===== src/rtl/mux_group_scanner.sv =====
// rtl/mux_group_scanner.sv - steps the 4-group mux selector over enabled groups and streams captured outputs
module mux_group_scanner #(
    parameter int DWELL = 2
) (
    input  logic       clk,
    input  logic       rst,
    input  logic       start,
    input  logic [3:0] mask,
    input  logic [3:0] y,
    output logic [1:0] selector,
    output logic [3:0] out_data,
    output logic [1:0] out_group,
    output logic       out_valid,
    input  logic       out_ready,
    output logic       busy,
    output logic       done
);

    typedef enum logic [1:0] {
        S_IDLE,
        S_SETTLE,
        S_PRESENT,
        S_DONE
    } state_t;

    localparam logic [3:0] CNT_LOAD = 4'(DWELL - 1);

    state_t     state_q, state_d;
    logic [1:0] sel_q, sel_d;
    logic [3:0] cnt_q, cnt_d;
    logic [3:0] mask_q, mask_d;
    logic [3:0] data_q, data_d;
    logic [1:0] group_q, group_d;
    logic       valid_q, valid_d;

    // {found, index} of the lowest enabled group at or above (incl) / strictly above the given index
    function automatic logic [2:0] next_group(input logic [3:0] m, input logic [1:0] s,
                                              input logic incl);
        logic [2:0] r;
        r = 3'b000;
        for (int i = 3; i >= 0; i--) begin
            if (m[i] && (incl ? (i >= int'(s)) : (i > int'(s)))) begin
                r = {1'b1, 2'(i)};
            end
        end
        return r;
    endfunction

    logic [2:0] first_pick;
    logic [2:0] next_pick;

    always_comb begin
        first_pick = next_group(mask, 2'd0, 1'b1);
        next_pick  = next_group(mask_q, sel_q, 1'b0);
    end

    always_comb begin
        state_d = state_q;
        sel_d   = sel_q;
        cnt_d   = cnt_q;
        mask_d  = mask_q;
        data_d  = data_q;
        group_d = group_q;
        valid_d = valid_q;
        case (state_q)
            S_IDLE: begin
                if (start) begin
                    if (mask != 4'd0) begin
                        mask_d  = mask;
                        sel_d   = first_pick[1:0];
                        cnt_d   = CNT_LOAD;
                        state_d = S_SETTLE;
                    end else begin
                        state_d = S_DONE;
                    end
                end
            end
            S_SETTLE: begin
                if (cnt_q != 4'd0) begin
                    cnt_d = cnt_q - 4'd1;
                end else begin
                    data_d  = y;
                    group_d = sel_q;
                    valid_d = 1'b1;
                    state_d = S_PRESENT;
                end
            end
            S_PRESENT: begin
                // Output registers stay frozen until the downstream handshake completes
                if (valid_q && out_ready) begin
                    valid_d = 1'b0;
                    if (next_pick[2]) begin
                        sel_d   = next_pick[1:0];
                        cnt_d   = CNT_LOAD;
                        state_d = S_SETTLE;
                    end else begin
                        state_d = S_DONE;
                    end
                end
            end
            S_DONE: begin
                state_d = S_IDLE;
            end
            default: begin
                state_d = S_IDLE;
            end
        endcase
    end

    always_ff @(posedge clk) begin
        if (rst) begin
            state_q <= S_IDLE;
            sel_q   <= 2'd0;
            cnt_q   <= 4'd0;
            mask_q  <= 4'd0;
            data_q  <= 4'd0;
            group_q <= 2'd0;
            valid_q <= 1'b0;
        end else begin
            state_q <= state_d;
            sel_q   <= sel_d;
            cnt_q   <= cnt_d;
            mask_q  <= mask_d;
            data_q  <= data_d;
            group_q <= group_d;
            valid_q <= valid_d;
        end
    end

    assign selector  = sel_q;
    assign out_data  = data_q;
    assign out_group = group_q;
    assign out_valid = valid_q;
    assign busy      = (state_q != S_IDLE);
    assign done      = (state_q == S_DONE);

endmodule


===== config.mk =====
export PLATFORM = sky130hd
export DESIGN_NAME = mux_group_scanner
export DESIGN_NICKNAME = d
export VERILOG_FILES = /design/src/rtl/mux_group_scanner.sv
export SDC_FILE = /design/constraint.sdc
export NUM_CORES = 1
export LEC_CHECK = 0
export ABC_AREA = 0
export CORE_MARGIN = 2
export CORE_UTILIZATION = 51
export CTS_CLUSTER_SIZE = 24
export DETAILED_ROUTE_END_ITERATION = 8
export PLACE_DENSITY = 0.84
export SLEW_MARGIN = 20
export SYNTH_ARGS = -nofsm -noshare
export SYNTH_HDL_FRONTEND = slang
export SYNTH_SLANG_ARGS = --single-unit
export TNS_END_PERCENT = 10

===== constraint.sdc =====
create_clock -name clk -period 4 [get_ports clk]
set_input_delay 0.6 -clock clk [delete_from_list [all_inputs] [get_ports clk]]
set_output_delay 0.6 -clock clk [all_outputs]
set_load 0.03 [all_outputs]

==> results by group, run 1 <==
Critical path
  • Worst setup SP type: flip-flop
  • Crit. End Element: output pin
  • Worst path cell trace: or2_2 -> clkdlybuf4s50_1
  • Critical path endpoint: busy
  • Crit-path max FO: 14
  • CP arrival: 1.75 ns
  • Req. time, crit path: 3.40 ns
  • Worst r2r path cells: 6
  • CP Launch Point: state_q[1]
  • Worst path max stage delay: 0.67 ns
  • Worst reg2reg path startpoint: cnt_q[0]
  • R2R Setup Slk: 2.14 ns
  • Crit Reg-Reg Endpoint: out_data[3]
  • WS Path Type: flip-flop to output pin
  • CP max stage cell: clkdlybuf4s50_1

Synth
  • Post-synth EDFFs: 0
  • Cells after synthesis: 111
  • Post-synth cell types: 40
  • Syn Area/Cell: 8.45 um^2
  • Top flip-flop cell by instance count after synthesis: dfxtp_1
  • Mapped Area: 938 um^2
  • Yosys reg bits: 18
  • Post-synthesis sequential area ratio: 38.4%
  • YS warnings: 0
  • Asr flop ratio synth: 0%
  • Syn_nets: 124

Pwr
  • Maximum vdd ir drop: 255 uV
  • Pwr per Cell Area: 404 nW/um^2
  • Comb pwr share: 31.6%
  • P_leak: 0.462 nW
  • Net switching power: 0.000165 W
  • Clock share of power: 23.3%
  • Seq pwr share: 45.0%
  • Sw Share: 33.9%
  • Internal: 0.000321 W
  • Power, Total: 0.000486 W

Die
  • Core Rows: 15
  • # IOs: 23
  • DIE HEIGHT: 46.9 um
  • Initial core utilization: 54.3%
  • Die area: 2200 um^2
  • Die X-Extent: 46.9 um
  • CORE AREA: 1730 um^2

Routing
  • Via density: 5.72
  • Via count: 892
  • WL/cell: 14.0 um
  • Routed WL: 2180 um
  • Antenna-violating nets left: 0
  • Drt drc: 0
  • DR iter-0 viols: 28
  • First-pass DRT Iterations: 4

Global route
  • Grt total ovfl: 0
  • Initial antenna violation count: 0
  • GRT Resource Usage Total: 22.4%
  • Number of global-route vias before repair: 805
  • Pin count of the biggest net entering global routing: 22
  • First-pass GRT wire length: 3520 um

Timing
  • Skew final: 0.00308 ns
  • Min Hold Slack: 0.498 ns
  • Final TNS setup: 0 ns
  • Slew margin rel.: 49.9%
  • Measured slew at the worst slew-check pin: 0.749 ns
  • RSZ-0062 raised after global routing: false
  • Period utilisation layout: 58.6%
  • Max Clk Rate: 426 MHz
  • Fin. Hold Viols: 0
  • Final Max Slew Viols: 0
  • # setup viols final: 0
  • Crit path time final: 2.35 ns

Hold path
  • WHS Path Cells: 2
  • Class of the worst hold path: flip-flop to flip-flop

Flow run
  • Max_cap viols: 0

Clocking
  • Root Buffer: clkbuf_4
  • Clock Tree Buf Depth: 2
  • Hold_buf cts: 0
  • H-Tree Depth: 1
  • Total setup buffers inserted after CTS: 0
  • CTS Buf Count: 3
  • CTS clk-pin slew, worst paths: 0.11 ns
  • Clock Latency Late Sink: 0.29 ns
  • Clock Sinks: 18
  • TritonCTS clock tree: built
  • # resized after CTS: 0

Place
  • PortBufs: 22
  • Gpl congestion: 0.906
  • DP HPWL: 1590 um

Finish
  • Share of layout cells above drive strength 1: 8.40%
  • Antenna Cells: 0
  • Area delta synth->final: 28.1%
  • Layout filler cell count: 146
  • Nets: 145

Status
  • Status: complete, no violations
-- metal layers --
layer  up-vias  GRT usage, %  part of all wire (%)
met1       412          29.6                    45
met5         -             0                     0
met2        32          35.6                    48
met4         0          10.6                  0.60
li1        446             -                     -
met3         2          3.46                   6.1
-- per-stage QoR --
stage               setup slack [ns]  area (um^2)  utilization (%)  instances
finish                          1.65         1200             69.6        156
CTS                             1.65         1200             69.6        156
floorplan                       2.26          938                -        111
global placement                1.72         1170             67.5        152
global route                    1.57         1200             69.6        156
detailed placement              1.62         1170             67.5        152
-- registers in the layout, indices dropped and copies added (netlist names) --
| name | cells |
|---|---|
| state_q | 2 |
| cnt_q | 4 |
| selector | 2 |
| mask_q | 3 |
| out_group | 2 |
| out_valid | 1 |
| out_data | 4 |
-- worst max-delay path: cells and delay by family (launching register included) --
| family | cells | cell delay, ns |
|---|---|---|
| flip-flops | 1 | 0.58 |
| buffers and inverters | 1 | 0.67 |
| AND/OR/NAND/NOR | 1 | 0.21 |
-- layout by cell type, fill, tap and decap left out, types with 2 or more instances in the layout --
master / count
a21oi_1: 5
a22oi_1: 3
a31oi_1: 2
clkbuf_4: 3
clkdlybuf4s50_1: 22
dfxtp_1: 18
inv_1: 5
mux2i_1: 6
nand2_1: 4
nand2b_1: 4
nand4_1: 2
nor2_1: 18
nor2b_1: 3
nor3_1: 5
o21ai_0: 2
o31ai_1: 2
o41ai_1: 2
or2_2: 2
-- cell type report --
class	instances	area [um^2]	share of cell area [%]
multi-input combinational	82	536	44.5
sequential	18	360	30.0
tap	25	31.3	2.60
inverter	5	18.8	1.56
clock buffer	4	36.3	3.02
timing repair buffer	22	220	18.3
-- cells in the mapped netlist, types with 2 or more instances --
library cell,count,share of area (%)
dfxtp_1,18,38
nor2_1,18,7.2
mux2i_1,6,6.4
a21oi_1,5,2.7
clkbuf_1,5,2.0
inv_1,5,2.0
nor3_1,5,2.7
nand2_1,4,1.6
nand2b_1,4,2.7
a22oi_1,3,2.4
nor2b_1,3,2.0
a31oi_1,2,1.3
nand4_1,2,1.3
o21ai_0,2,1.1
o31ai_1,2,1.6
o41ai_1,2,1.9
or2_2,2,1.3
-- worst min-delay path by stage --
stage                 start           end
2_1_floorplan     mask_q[1]     mask_q[1]
3_3_place_gp   out_group[1]  out_group[1]
3_5_place_dp   out_group[1]  out_group[1]
4_1_cts            cnt_q[1]      cnt_q[1]
5_1_grt        out_group[1]  out_group[1]
6_report           cnt_q[1]      cnt_q[1]
-- power by group through the flow --
stage          logic [W]  clock network [W]  registers [W]
3_5_place_dp    0.000152                  0       0.000222
4_1_cts         0.000154           0.000116       0.000218
6_report        0.000154           0.000113       0.000219
5_1_grt         0.000167           0.000124       0.000222
2_1_floorplan  0.0000970                  0       0.000228
3_3_place_gp    0.000149                  0       0.000221
-- cells by family after synthesis --
| group | share of synthesized area [%] |
|---|---|
| flops | 38.4 |
| fa+ha+maj | 1.33 |
| mux | 6.40 |
| simple gates | 27.9 |
| compound gates | 21.5 |
| buf+inv | 4.53 |
Power figures use the tool's default switching activity.
==> inputs of run 2 (changes only) <==
CORE_UTILIZATION = 43   (was 51)
PLACE_DENSITY = 0.76   (was 0.84)
clock period = 2 ns   (was 4 ns; I/O delays follow)
==> results by group, run 2 (synthesis results as in run 1) <==
Clocking
  • Clock Sinks: 18
  • CTS Buf Count: 3
  • Clock Tree Buf Depth: 2
  • Clock Latency Late Sink: 0.29 ns
  • TritonCTS clock tree: built
  • Root Buffer: clkbuf_4
  • H-Tree Depth: 1
  • CTS clk-pin slew, worst paths: 0.10 ns

Pwr
  • Seq pwr share: 44.8%
  • Net switching power: 0.000329 W
  • Comb pwr share: 32.3%
  • Clock share of power: 22.8%
  • Maximum vdd ir drop: 511 uV
  • Internal: 0.000652 W
  • Sw Share: 33.5%
  • P_leak: 0.487 nW
  • Pwr per Cell Area: 788 nW/um^2

Finish
  • Cell Count, Final, Fillers Out: 163
  • FF/Latch Area: 363 um^2
  • Area delta synth->final: 32.7%
  • Nets: 150
  • Commonest cells after routing, fill and taps aside: clkdlybuf4s50_1, nor2_1, dfxtp_1
  • Most common cell after layout, fill and taps aside: clkdlybuf4s50_1
  • Layout filler cell count: 179
  • Area of the multi-input gates: 536 um^2
  • Fin util: 62.2%
  • Share of layout cells above drive strength 1: 13.2%
  • Antenna Cells: 0

Timing
  • Final Worst Setup Slack: 0.0821 ns
  • Fin. Hold Viols: 0
  • Max Clk Rate: 521 MHz
  • # setup viols final: 0
  • Slew margin rel.: 66.5%
  • Final Max Slew Viols: 0
  • RSZ-0062 raised after global routing: false
  • Crit path time final: 1.92 ns
  • Period utilisation layout: 95.9%
  • Skew final: 0.00318 ns
  • Measured slew at the worst slew-check pin: 0.500 ns

Die
  • Core Rows: 16
  • Die X-Extent: 50.7 um
  • # IOs: 23
  • Die area: 2570 um^2
  • Initial core utilization: 46.9%
  • DIE HEIGHT: 50.7 um
  • CORE AREA: 2000 um^2

Routing
  • First-pass DRT Iterations: 4
  • Via count: 909
  • DR iter-0 viols: 20
  • Routed WL: 2130 um
  • Antenna-violating nets left: 0
  • WL/cell: 13.1 um
  • Via density: 5.58
  • Drt drc: 0

Critical path
  • WS Path Type: flip-flop to output pin
  • Crit. End Element: output pin
  • Worst setup SP type: flip-flop
  • CP arrival: 1.62 ns
  • Worst r2r path cells: 6
  • Req. time, crit path: 1.70 ns
  • Crit-path max FO: 12

Hold path
  • Class of the worst hold path: flip-flop to flip-flop
  • WHS Path Cells: 2

Place
  • Setup Slack @ Placement: -0.00914 ns
  • PortBufs: 22
  • DP HPWL: 1630 um
  • Placed cell count: 159
  • Gpl congestion: 0.827

Global route
  • Pin count of the biggest net entering global routing: 15
  • First-pass GRT wire length: 3570 um
  • GRT Resource Usage Total: 18.1%
  • Grt total ovfl: 0
  • Number of global-route vias before repair: 839
  • Initial antenna violation count: 0

Flow run
  • Max_cap viols: 0

Status
  • Status: complete, no violations
## run 2: cell types whose count changed in the layout (fill, tap and decap cells not counted)
| cell | delta |
|---|---|
| dfxtp_2 | +2 |
| buf_4 | +5 |
| dfxtp_1 | -2 |
## run 2: worst paths after layout
| check | startpoint | endpoint | slack (ns) |
|---|---|---|---|
| setup reg to reg | cnt_q[0] | out_data[0] | 0.17 |
| hold / removal | cnt_q[1] | cnt_q[1] | 0.50 |
| setup / recovery | state_q[0] | busy | 0.08 |
| hold reg to reg | cnt_q[1] | cnt_q[1] | 0.50 |
## run 2: worst max-delay path: stages, from the launching register on
cell and delay (ns):
dfxtp_2 0.39, or2_2 0.34, clkdlybuf4s50_1 0.60
## run 2: cell type report
type / instances / share of cell area (%)
clock buffers: 4 / 2.91
inverters: 5 / 1.51
multi-input cells: 82 / 43.0
flip-flops and latches: 18 / 29.1
well taps: 27 / 2.71
repair buffers: 27 / 20.7
## run 2: power groups by stage
stage / logic [W] / clock network [W] / registers, W
2_1_floorplan: 0.000194 / 0 / 0.000455
3_3_place_gp: 0.000311 / 0 / 0.000444
3_5_place_dp: 0.000315 / 0 / 0.000445
4_1_cts: 0.000317 / 0.000231 / 0.000438
5_1_grt: 0.000345 / 0.000248 / 0.000446
6_report: 0.000317 / 0.000224 / 0.000439
## run 2: timing repair
action,4_1_cts,5_1_grt
resized for setup,1,1
setup endpoints to repair,2,2
hold buffers,0,0
setup buffers,0,0
gates cloned,0,0
## run 2: metrics by stage
stage	power [W]	hold slack, ns	cell area [um^2]	TNS [ns]
6_report	0.000981	0.505	1240	0
5_1_grt	0.00104	0.524	1240	0
4_1_cts	0.000986	0.507	1240	0
3_5_place_dp	0.000760	0.486	1210	-0.00914
3_3_place_gp	0.000754	0.480	1210	0
2_1_floorplan	0.000649	0.444	938	0
## run 2: routing by layer
layer	GRT usage [%]	share of wire [%]
met1	24.7	49
met2	28.5	45
met3	4.17	5.1
met4	5.41	0.42
met5	0	0
